**src/rtl/serial_arith_unit.sv**
```systemverilog
// serial_arith_unit: bit-serial PASS/LDN/SUB/CLR stage feeding the accumulator write unit.
// Optional overflow flag is built only when SERIAL_ARITH_OVF_EN is defined; otherwise w_OVF is tied low.
module serial_arith_unit #(
    parameter int INSTR_BITS   = 20,
    parameter int FLYBACK_TIME = 4
) (
    input  logic                          w_DPG,
    input  logic                          w_RST,
    input  logic                          w_A_DATA_OUT,
    input  logic                          w_MS_DATA_OUT,
    input  logic [1:0]                    b_OP,
    output logic                          w_A_DATA_IN,
    output logic                          w_A_DATA_VALID,
    output logic [$clog2(INSTR_BITS)-1:0] b_BIT_IDX,
    output logic                          w_BEAT_START,
    output logic                          w_A_NEG,
    output logic                          w_OVF
);
    localparam int BEAT = INSTR_BITS + FLYBACK_TIME;
    localparam int CW   = $clog2(BEAT);
    localparam int IW   = $clog2(INSTR_BITS);
    localparam logic [1:0] OP_PASS = 2'b00, OP_LDN = 2'b01, OP_SUB = 2'b10, OP_CLR = 2'b11;

    typedef enum logic {IDLE, RUN} state_t;
    state_t state, next_state;
    logic [CW-1:0] cnt;
    logic [1:0] op_q, op;
    logic borrow, b_in, a_eff, r, b_next, data_digit, last_digit;

    // State register: a reset restarts the beat, so the FSM comes back in RUN at counter 0
    always_ff @(posedge w_DPG) begin
        if (w_RST) state <= RUN;
        else       state <= next_state;
    end

    // Next state: enter RUN as the counter wraps to 0, drop to IDLE once the last data digit is taken
    always_comb begin
        next_state = cnt == CW'(BEAT - 1)       ? RUN  :
                     cnt == CW'(INSTR_BITS - 1) ? IDLE : state;
    end

    // FSM outputs: data-digit qualifier, final-digit strobe and combinational beat start
    always_comb begin
        data_digit   = state == RUN;
        last_digit   = data_digit && cnt == CW'(INSTR_BITS - 1);
        w_BEAT_START = cnt == '0;
    end

    // Per-digit serial subtractor; digit 0 uses the live op and a cleared borrow
    always_comb begin
        op     = cnt == '0 ? b_OP : op_q;
        b_in   = cnt != '0 && borrow;
        a_eff  = w_A_DATA_OUT & (op != OP_LDN);
        b_next = (~a_eff & w_MS_DATA_OUT) | (~(a_eff ^ w_MS_DATA_OUT) & b_in);
        r      = op == OP_PASS ? w_A_DATA_OUT :
                 op == OP_CLR  ? 1'b0 : a_eff ^ w_MS_DATA_OUT ^ b_in;
    end

    // Beat counter, op latch at digit 0 and borrow chain
    always_ff @(posedge w_DPG) begin
        if (w_RST) begin
            cnt    <= '0;
            borrow <= 1'b0;
            op_q   <= OP_PASS;
        end else begin
            cnt <= cnt == CW'(BEAT - 1) ? '0 : cnt + 1'b1;
            if (cnt == '0) op_q <= b_OP;
            if (data_digit) borrow <= b_next;
        end
    end

    // Registered result stream; sign captured with the final data digit
    always_ff @(posedge w_DPG) begin
        if (w_RST) begin
            w_A_DATA_IN    <= 1'b0;
            w_A_DATA_VALID <= 1'b0;
            b_BIT_IDX      <= '0;
            w_A_NEG        <= 1'b0;
        end else if (data_digit) begin
            w_A_DATA_IN    <= r;
            w_A_DATA_VALID <= 1'b1;
            b_BIT_IDX      <= IW'(cnt);
            if (last_digit) w_A_NEG <= r;
        end else begin
            w_A_DATA_IN    <= 1'b0;
            w_A_DATA_VALID <= 1'b0;
        end
    end

`ifdef SERIAL_ARITH_OVF_EN
    logic ovf_next;

    // Overflow from the sign digits seen at the final data digit
    always_comb begin
        ovf_next = op == OP_SUB ? (w_A_DATA_OUT != w_MS_DATA_OUT) && (r != w_A_DATA_OUT) :
                   op == OP_LDN ? w_MS_DATA_OUT & r : 1'b0;
    end

    // Overflow flag updates alongside the sign
    always_ff @(posedge w_DPG) begin
        if (w_RST)           w_OVF <= 1'b0;
        else if (last_digit) w_OVF <= ovf_next;
    end
`else
    assign w_OVF = 1'b0;
`endif
endmodule
```
**config.mk**
```make
export PLATFORM = sky130hd
export DESIGN_NAME = serial_arith_unit
export DESIGN_NICKNAME = d
export VERILOG_FILES = /design/src/rtl/serial_arith_unit.sv
export SDC_FILE = /design/constraint.sdc
export NUM_CORES = 1
export LEC_CHECK = 0
export BUFFER_PORTS_ARGS = -buffer_cell sky130_fd_sc_hd__buf_4
export CAP_MARGIN = 20
export CORE_MARGIN = 10
export CORE_UTILIZATION = 45
export CTS_BUF_LIST = sky130_fd_sc_hd__clkbuf_16
export DETAILED_ROUTE_END_ITERATION = 16
export GPL_TIMING_DRIVEN = 0
export PLACE_DENSITY = 0.65
export SYNTH_ARGS = -nofsm -noshare
export SYNTH_HDL_FRONTEND = slang
export SYNTH_SLANG_ARGS = --single-unit
```
**constraint.sdc**
```tcl
create_clock -name w_DPG -period 5 [get_ports w_DPG]
set_clock_uncertainty 0.2 [all_clocks]
set_input_delay 0.75 -clock w_DPG [delete_from_list [all_inputs] [get_ports w_DPG]]
set_output_delay 0.75 -clock w_DPG [all_outputs]
set_load 0.005 [all_outputs]
```
==> flow_summary_export.csv, run 1 <==
group,metric,value,unit
outcome,status,"finished, final reports clean",
drt,via_count,576,
floorplan,core_area,1560,µm²
global_routing,grt_overflow,0,
yosys,syn_nets,87,
power,leakagePower,0.462,nW
timing,finalCriticalPeriod,2.72,ns
timing,fin_ws,2.28,ns
yosys,yosys-top-cells-count,"17 x dfxtp_1, 15 x nor2_1, 7 x mux2i_1",
cts,clkSinkCount,17,
cts,cts_setup_buffers,0,
finish,syn2layout_area_growth,26.6,%
worst_hold_path,hp-class,"reg2reg",
setup_path,crit_required,4.91,ns
cts,ctsResizeCount,0,
yosys,syn_inst,78,
cts,cts_buffer_depth,2,
cts,cts_root_buffer,"clkbuf_16",
setup_path,startpoint_type,"flop",
global_routing,antenna_found_initial,0,
timing,setup_tns,0,ns
timing,fmax,0.368,GHz
yosys,synth_area_leaders,"dfxtp_1 44%, mux2i_1 9.1%, nor2_1 7.3%",
finish,insertedDiodeCount,0,
setup_path,crit_fanout,9,
place,place.port_buffers,14,
global_routing,grt_pass1_wl,2.59,mm
global_routing,grt_max_degree,11,
yosys,async_reset_ff_frac,0,
drt,drc_errors,0,
cts,clkLatencyLatePin,0.25,ns
cts,cts.clk_slew.worst_paths,0.05,ns
drt,drt_iter0_drc,4,
yosys,ys_warn_count,0,
place,place.gp.congestion,0.723,
yosys,netlist_area,772,µm²
floorplan,io_pins,16,
drt,dr.pass1.iters,2,
yosys,synth_edf_count,0,
floorplan,start_util,0.495,
timing,relSlewSlack,0.642,
timing,hold_viol,0,
setup_path,path_class,"reg2reg",
floorplan,core.rowCount,14,
yosys,yosysMostFrequentCell,"dfxtp_1",
finish,num-nets-final,106,
yosys,ys_ff_latch,17,
setup_path,end_kind,"flop",
cts,cts_hold_buf,0,
floorplan,chipHeight,61.4,µm
drt,routed_wl,1.51,mm
finish,drive_gt1_frac,0.240,
yosys,syn_avg_cell_area,9.90,µm²
place,post-place-ws,2.28,ns
cts,cts_tree,"done",
setup_path,crit_arrival,2.63,ns
timing,tightest_slew,0.538,ns
floorplan,die_area,3770,µm²
timing,slew_viol_final,0,
yosys,post-synth-top-area-cell,"dfxtp_1",
yosys,synth.distinct_cells,27,
cts,cts_max_level,1,
drt,avgRoutedWirePerCell,13.5,µm
floorplan,die_width,61.4,µm
power,finalPower,0.353,mW
place,dp_hpwl,1.14,mm
power,power_density,361,nW/µm²
yosys,netlist.area_leader.share,0.441,
yosys,dominantRegCellSynth,"dfxtp_1",
timing,rsz0062_at_grt,"no",
power,vdd_drop_max,0.313,mV
timing,fin_crit_sh,0.543,
timing,setup_viol,0,
run,maxCapViolCount,0,
drt,post_drt_via_cell_ratio,5.14,
yosys,synth.yosys.seq_area_share,0.441,
drt,antenna_left,0,
cts,numCtsBuffers,3,
global_routing,grt_pass1_vias,563,
global_routing,grtUsageTotal,0.0923,
-- cell families after synthesis --
| family | count (synthesis) | synth area share |
|---|---|---|
| fa+ha+maj | 3 | 0.0583 |
| compound gates | 8 | 0.0859 |
| buf+inv | 7 | 0.0486 |
| mux | 7 | 0.0908 |
| xor+xnor | 4 | 0.0454 |
| flops | 17 | 0.441 |
| other cells | 1 | 0.00486 |
| simple gates | 31 | 0.225 |
-- per-layer routing --
metal	GRT usage	routed length, µm
met1	0.100	665
met2	0.145	689
met3	0.0597	137
met4	0.0287	19
met5	0	0
-- worst max-delay path, stage by stage (launching register included) --
cell	delay, ns
dfxtp_1	0.34
inv_1	0.08
ha_1	0.15
nor4b_4	0.45
o311ai_0	0.24
fa_1	0.60
nor2_1	0.06
o31ai_1	0.34
a211oi_2	0.12
-- layout make-up --
class | count | area [µm²]
well taps | 16 | 20.0
clock inverters | 1 | 5.00
flip-flops and latches | 17 | 340
inverters | 3 | 11.3
plain buffers | 4 | 26.3
repair buffers | 14 | 105
multi-input cells | 54 | 394
fillers | 135 | 582
clock buffers | 3 | 75.1
-- metrics by stage --
step	cells	cell area, µm²	utilization	hold slack, ns
6_report	112	977	0.627	0.279
5_1_grt	112	977	0.627	0.332
4_1_cts	112	977	0.627	0.283
3_5_place_dp	108	897	0.575	0.272
3_3_place_gp	108	897	0.575	0.266
2_1_floorplan	78	772	-	0.240
-- power by group --
part	total, mW	leakage (nW)	switching [mW]	internal, mW
Sequential	0.148	0.139	0.00491	0.143
Combinational	0.0465	0.282	0.0220	0.0244
Clock	0.159	0.0409	0.0516	0.107
Total	0.353	0.462	0.0785	0.274
-- flip-flops by register name, indices dropped and copies added, names as in the netlist --
name            flops
w_A_NEG             1
w_A_DATA_IN         1
cnt                 5
borrow              1
b_BIT_IDX           5
w_A_DATA_VALID      1
op_q                2
data_digit          1
-- placed cells by master (no fill, tap or decap), types with 2 or more instances in the layout --
cell type,count
dfxtp_1,17
nor2_1,15
buf_4,15
mux2i_1,7
inv_1,3
nor2b_1,3
a21oi_1,3
nand2_1,3
nor3b_1,3
xnor2_1,3
clkbuf_16,3
nand3b_1,2
clkbuf_1,2
ha_1,2
-- final timing paths --
kind	startpoint	cells past startpoint	slack (ns)	end
min	cnt[0]$_SDFF_PP0_	1	0.28	cnt[0]$_SDFF_PP0_
max	cnt[0]$_SDFF_PP0_	8	2.28	w_A_NEG$_SDFFE_PP0P_
max reg2reg	cnt[0]$_SDFF_PP0_	8	2.28	w_A_NEG$_SDFFE_PP0P_
min reg2reg	cnt[0]$_SDFF_PP0_	1	0.28	cnt[0]$_SDFF_PP0_
(Power assumes the default switching activity.)
==> inputs of run 2 (changes only) <==
==> constraint.sdc (replaced) <==
create_clock -name w_DPG -period 2.75 [get_ports w_DPG]
set_clock_uncertainty 0.2 [all_clocks]
set_input_delay 0.4125 -clock w_DPG [delete_from_list [all_inputs] [get_ports w_DPG]]
set_output_delay 0.4125 -clock w_DPG [all_outputs]
set_load 0.005 [all_outputs]
==> run 2 against run 1 <==
  * Global-route usage unchanged
  * Via count increased by 3.5%
  * Worst hold slack got worse by 0.12 ns
  * Cell area increased by 2.8%
  * Clock-buffer cell count unchanged
  * Register-to-register slack got worse by 2.1 ns
  * Critical endpoint unchanged
  * First-iteration DRC count increased by 75%
  * Die area unchanged
==> flow_summary_export.csv, run 2 (synthesis results as in run 1) <==
group,metric,value,unit
global_routing,antenna_found_initial,0,
power,finalPower,0.656,mW
worst_hold_path,hp-class,"in2reg",
timing,finalCriticalPeriod,2.54,ns
timing,tightest_slew,0.541,ns
power,leakagePower,0.478,nW
drt,drc_errors,0,
finish,layout_common_cells,"18 x buf_4, 17 x dfxtp_1, 15 x nor2_1",
drt,drt_iter0_drc,7,
finish,layout_commonest_cell,"buf_4",
global_routing,grt_max_degree,11,
cts,cts_root_buffer,"clkbuf_16",
finish,drive_gt1_frac,0.273,
floorplan,core.rowCount,14,
cts,cts_tree,"done",
drt,routed_wl,1.55,mm
power,p_int,0.509,mW
timing,setup_tns,0,ns
power,combPwrFrac,0.150,
timing,relSlewSlack,0.639,
floorplan,die_area,3770,µm²
power,switching_share,0.224,
setup_path,startpoint_type,"flop",
floorplan,core_area,1560,µm²
drt,dr.pass1.iters,6,
floorplan,start_util,0.495,
setup_path,path_class,"reg2reg",
finish,insertedDiodeCount,0,
finish,num-fill-cells,132,
finish,reg.largest.list,"b_BIT_IDX x5, cnt x5, op_q x2",
cts,clkSinkCount,17,
setup_path,crit_arrival,2.50,ns
setup_path,cpLargestDelayFamily,"compound AO/OA/AOI/OAI gates",
floorplan,die_width,61.4,µm
power,vdd_drop_max,0.569,mV
cts,cts.clk_slew.worst_paths,0.05,ns
power,clkPwrFrac,0.440,
global_routing,grt_pass1_wl,2.59,mm
global_routing,grtUsageTotal,0.0923,
setup_path,slowest_delay,0.52,ns
setup_path,end_kind,"flop",
place,place.port_buffers,14,
setup_path,crit_fanout,7,
cts,cts_max_level,1,
cts,clkLatencyLatePin,0.25,ns
global_routing,grt_overflow,0,
drt,antenna_left,0,
timing,fin_crit_sh,0.923,
timing,fmax,0.394,GHz
power,p_sw,0.147,mW
cts,numCtsBuffers,3,
place,post-place-ws,0.0274,ns
setup_path,cp_cell_sequence,"inv_1 -> ha_1 -> nor4b_4 -> buf_4 -> o311ai_1 -> fa_1 -> o221ai_2 -> o31ai_2 -> a211oi_2",
setup_path,crit_required,2.72,ns
floorplan,io_pins,16,
power,power_density,653,nW/µm²
finish,num-nets-final,109,
finish,syn2layout_area_growth,30.1,%
drt,avgRoutedWirePerCell,13.4,µm
timing,fin_ws,0.213,ns
outcome,status,"finished, final reports clean",
setup_path,path_buf_inv,2,
power,seq_power_share,0.410,
drt,via_count,596,
place,place.gp.congestion,0.723,
setup_path,worst_path_max_delay_cell,"fa_1",
timing,rsz0062_at_grt,"no",
place,dp_hpwl,1.14,mm
timing,hold_slack,0.158,ns
drt,post_drt_via_cell_ratio,5.18,
timing,hold_viol,0,
cts,cts_buffer_depth,2,
timing,slew_viol_final,0,
floorplan,chipHeight,61.4,µm
run,maxCapViolCount,0,
timing,setup_viol,0,
global_routing,grt_pass1_vias,563,
## run 2: cell types whose count changed in the layout (fill, tap and decap cells not counted)
| cell | before | now |
|---|---|---|
| buf_4 | 15 | 18 |
| o31ai_2 | 0 | 1 |
| o311ai_1 | 0 | 1 |
| o31ai_1 | 1 | 0 |
| o311ai_0 | 1 | 0 |
## run 2: area by class of cell
type	count	area (µm²)	share of cell area
Inverter	3	11.3	0.0112
Buffer	4	26.3	0.0262
Timing Repair Buffer	17	128	0.127
Clock buffer	3	75.1	0.0747
Tap cell	16	20.0	0.0199
Sequential cell	17	340	0.339
Clock inverter	1	5.00	0.00498
Multi-Input combinational cell	54	399	0.397
## run 2: power by group through the flow
stage | Combinational (mW) | Clock [mW] | Sequential, mW
finish | 0.0981 | 0.289 | 0.269
global route | 0.111 | 0.303 | 0.271
CTS | 0.0860 | 0.294 | 0.269
detailed placement | 0.0859 | 0 | 0.274
global placement | 0.0834 | 0 | 0.274
floorplan | 0.0542 | 0 | 0.273
## run 2: metrics by stage
stage / std cells / utilization / instance area [µm²]
6_report: 115 / 0.644 / 1000
3_5_place_dp: 108 / 0.575 / 897
4_1_cts: 112 / 0.627 / 977
5_1_grt: 115 / 0.644 / 1000
3_3_place_gp: 108 / 0.575 / 897
2_1_floorplan: 78 / - / 772
## run 2: what timing repair did
| item | 4_1_cts | 5_1_grt |
|---|---|---|
| buffers inserted | 0 | 3 |
| hold buffers | 0 | 0 |
| resized for setup | 0 | 2 |
| endpoints found under the setup margin | 0 | 2 |
## run 2: path summary, 6_finish.rpt
| kind | start | endpoint | slack, ns | cells after the start |
|---|---|---|---|---|
| hold / removal | w_RST | w_A_NEG$_SDFFE_PP0P_ | 0.16 | 2 |
| setup reg to reg | cnt[0]$_SDFF_PP0_ | w_A_NEG$_SDFFE_PP0P_ | 0.21 | 9 |
| hold reg to reg | cnt[0]$_SDFF_PP0_ | cnt[0]$_SDFF_PP0_ | 0.28 | 1 |
| setup / recovery | cnt[0]$_SDFF_PP0_ | w_A_NEG$_SDFFE_PP0P_ | 0.21 | 9 |
## run 2: layer usage
metal / wire length, µm / global-route usage / up-vias
met5: 0 / 0 / -
met4: 20 / 0.0287 / 0
met2: 729 / 0.145 / 16
met1: 651 / 0.100 / 277
met3: 144 / 0.0597 / 5
li1: - / - / 298
==> inputs of run 3 (changes only) <==
--- a/config.mk
+++ b/config.mk
@@ -8,11 +8,12 @@
 export BUFFER_PORTS_ARGS = -buffer_cell sky130_fd_sc_hd__buf_4
 export CAP_MARGIN = 20
 export CORE_MARGIN = 10
-export CORE_UTILIZATION = 45
+export CORE_UTILIZATION = 50
 export CTS_BUF_LIST = sky130_fd_sc_hd__clkbuf_16
+export CTS_CLUSTER_SIZE = 30
 export DETAILED_ROUTE_END_ITERATION = 16
 export GPL_TIMING_DRIVEN = 0
-export PLACE_DENSITY = 0.65
+export PLACE_DENSITY = 0.71
 export SYNTH_ARGS = -nofsm -noshare
 export SYNTH_HDL_FRONTEND = slang
 export SYNTH_SLANG_ARGS = --single-unit
==> run 3 against run 2 <==
  * Sequential power hardly changed
  * Sequential share of layout area is 0.082 points higher
  * First-iteration DRC count is 57% lower
  * Maximum frequency is 1.0% lower
  * Combinational power is 1% higher
  * Critical path type unchanged
==> flow_summary_export.csv, run 3 (synthesis results as in run 1) <==
group,metric,value,unit
outcome,status,"finished, final reports clean",
setup_path,crit_arrival,2.48,ns
global_routing,grt_pass1_wl,2.70,mm
cts,cts.clk_slew.worst_paths,0.05,ns
place,place.port_buffers,14,
cts,cts_buffer_depth,2,
place,place.gp.congestion,0.745,
worst_hold_path,hp-start,"w_RST",
finish,num-nets-final,109,
finish,layout_common_cells,"18 x buf_4, 16 x dfxtp_1, 15 x nor2_1",
place,placed_cells,108,
global_routing,grt_overflow,0,
power,vdd_drop_max,0.415,mV
finish,fin_util,0.676,
finish,drive_gt1_frac,0.283,
cts,cts_root_buffer,"clkbuf_16",
place,placed_area,897,µm²
timing,rsz0062_at_grt,"no",
global_routing,grt_pass1_vias,610,
timing,setup_tns,0,ns
finish,fin_cells,115,
finish,reg.largest.list,"b_BIT_IDX x5, cnt x5, op_q x2",
cts,clkSinkCount,17,
floorplan,die_area,3520,µm²
setup_path,path_class,"reg2reg",
timing,hold_slack,0.159,ns
drt,via_count,591,
finish,final_area,1010,µm²
cts,cts_max_level,1,
cts,cts_tree,"done",
setup_path,setup.worst_path.start,"cnt[1]$_SDFF_PP0_",
drt,avgRoutedWirePerCell,13.9,µm
setup_path,crit_fanout,5,
global_routing,grtUsageTotal,0.0977,
timing,hold_viol,0,
power,power_density,652,nW/µm²
timing,tightest_slew,0.530,ns
drt,drt_iter0_drc,3,
drt,routed_wl,1.60,mm
power,finalPower,0.656,mW
setup_path,startpoint_type,"flop",
timing,setup_viol,0,
floorplan,core_area,1490,µm²
drt,drc_errors,0,
cts,clkLatencyLatePin,0.25,ns
floorplan,io_pins,16,
cts,numCtsBuffers,3,
timing,finalCriticalPeriod,2.56,ns
place,post-place-ws,-0.0363,ns
setup_path,rr_startpoint,"cnt[1]$_SDFF_PP0_",
setup_path,crit_required,2.67,ns
run,maxCapViolCount,0,
drt,dr.pass1.iters,2,
worst_hold_path,hp-class,"in2reg",
timing,fin_ws,0.186,ns
drt,post_drt_via_cell_ratio,5.14,
setup_path,r2r_setup_slack,0.19,ns
timing,relSlewSlack,0.647,
timing,fin_crit_sh,0.932,
finish,syn2layout_area_growth,30.3,%
timing,slew_viol_final,0,
floorplan,die_width,59.3,µm
finish,layout_commonest_cell,"buf_4",
drt,antenna_left,0,
floorplan,start_util,0.518,
floorplan,core.rowCount,14,
finish,insertedDiodeCount,0,
power,leakagePower,0.479,nW
cts,cts_hold_buf,0,
place,dp_hpwl,1.17,mm
floorplan,chipHeight,59.3,µm
setup_path,end_kind,"flop",
global_routing,grt_max_degree,11,
global_routing,antenna_found_initial,0,
timing,fmax,0.390,GHz
## run 3: cell counts in the layout (fill, tap and decap cells not counted)
No cell type changed its count.
## run 3: worst paths after layout
kind | end | cells after the start
setup reg to reg | w_A_NEG$_SDFFE_PP0P_ | 10
setup / recovery | w_A_NEG$_SDFFE_PP0P_ | 10
hold / removal | w_A_NEG$_SDFFE_PP0P_ | 2
hold reg to reg | cnt[0]$_SDFF_PP0_ | 1
## run 3: power breakdown
part           internal, mW  switching (mW)  leakage [nW]
clock network         0.194          0.0925        0.0409
registers             0.260         0.00932         0.139
logic                0.0547          0.0447         0.298
## run 3: repair_timing
item,CTS,global route
setup endpoints to repair,1,2
gates cloned,0,0
pin swaps,0,2
resized for setup,0,3
setup buffers,2,1
## run 3: metal layers
layer / routed length [µm] / track usage / up-vias
met2: 772 / 0.156 / 14
met5: 0 / 0 / -
met3: 81 / 0.0365 / 4
li1: - / - / 301
met1: 723 / 0.110 / 272
met4: 25 / 0.0492 / 0
## run 3: final cells by class
| cell class | instances | area, µm² |
|---|---|---|
| Fill cell | 133 | 483 |
| Clock inverter | 1 | 5.00 |
| Multi-Input combinational cell | 54 | 399 |
| Sequential cell | 17 | 342 |
| Timing Repair Buffer | 17 | 128 |
| Clock buffer | 3 | 75.1 |
| Tap cell | 16 | 20.0 |
| Inverter | 3 | 11.3 |
| Buffer | 4 | 26.3 |
## run 3: worst max-delay path: stages, from the launching register on
cell and delay [ns]:
dfxtp_1 0.38, inv_1 0.06, ha_1 0.18, nor4b_4 0.13
buf_4 0.16, nand3b_1 0.08, o311ai_1 0.15, fa_1 0.59
nor2_1 0.06, o31ai_2 0.32, a211oi_2 0.11
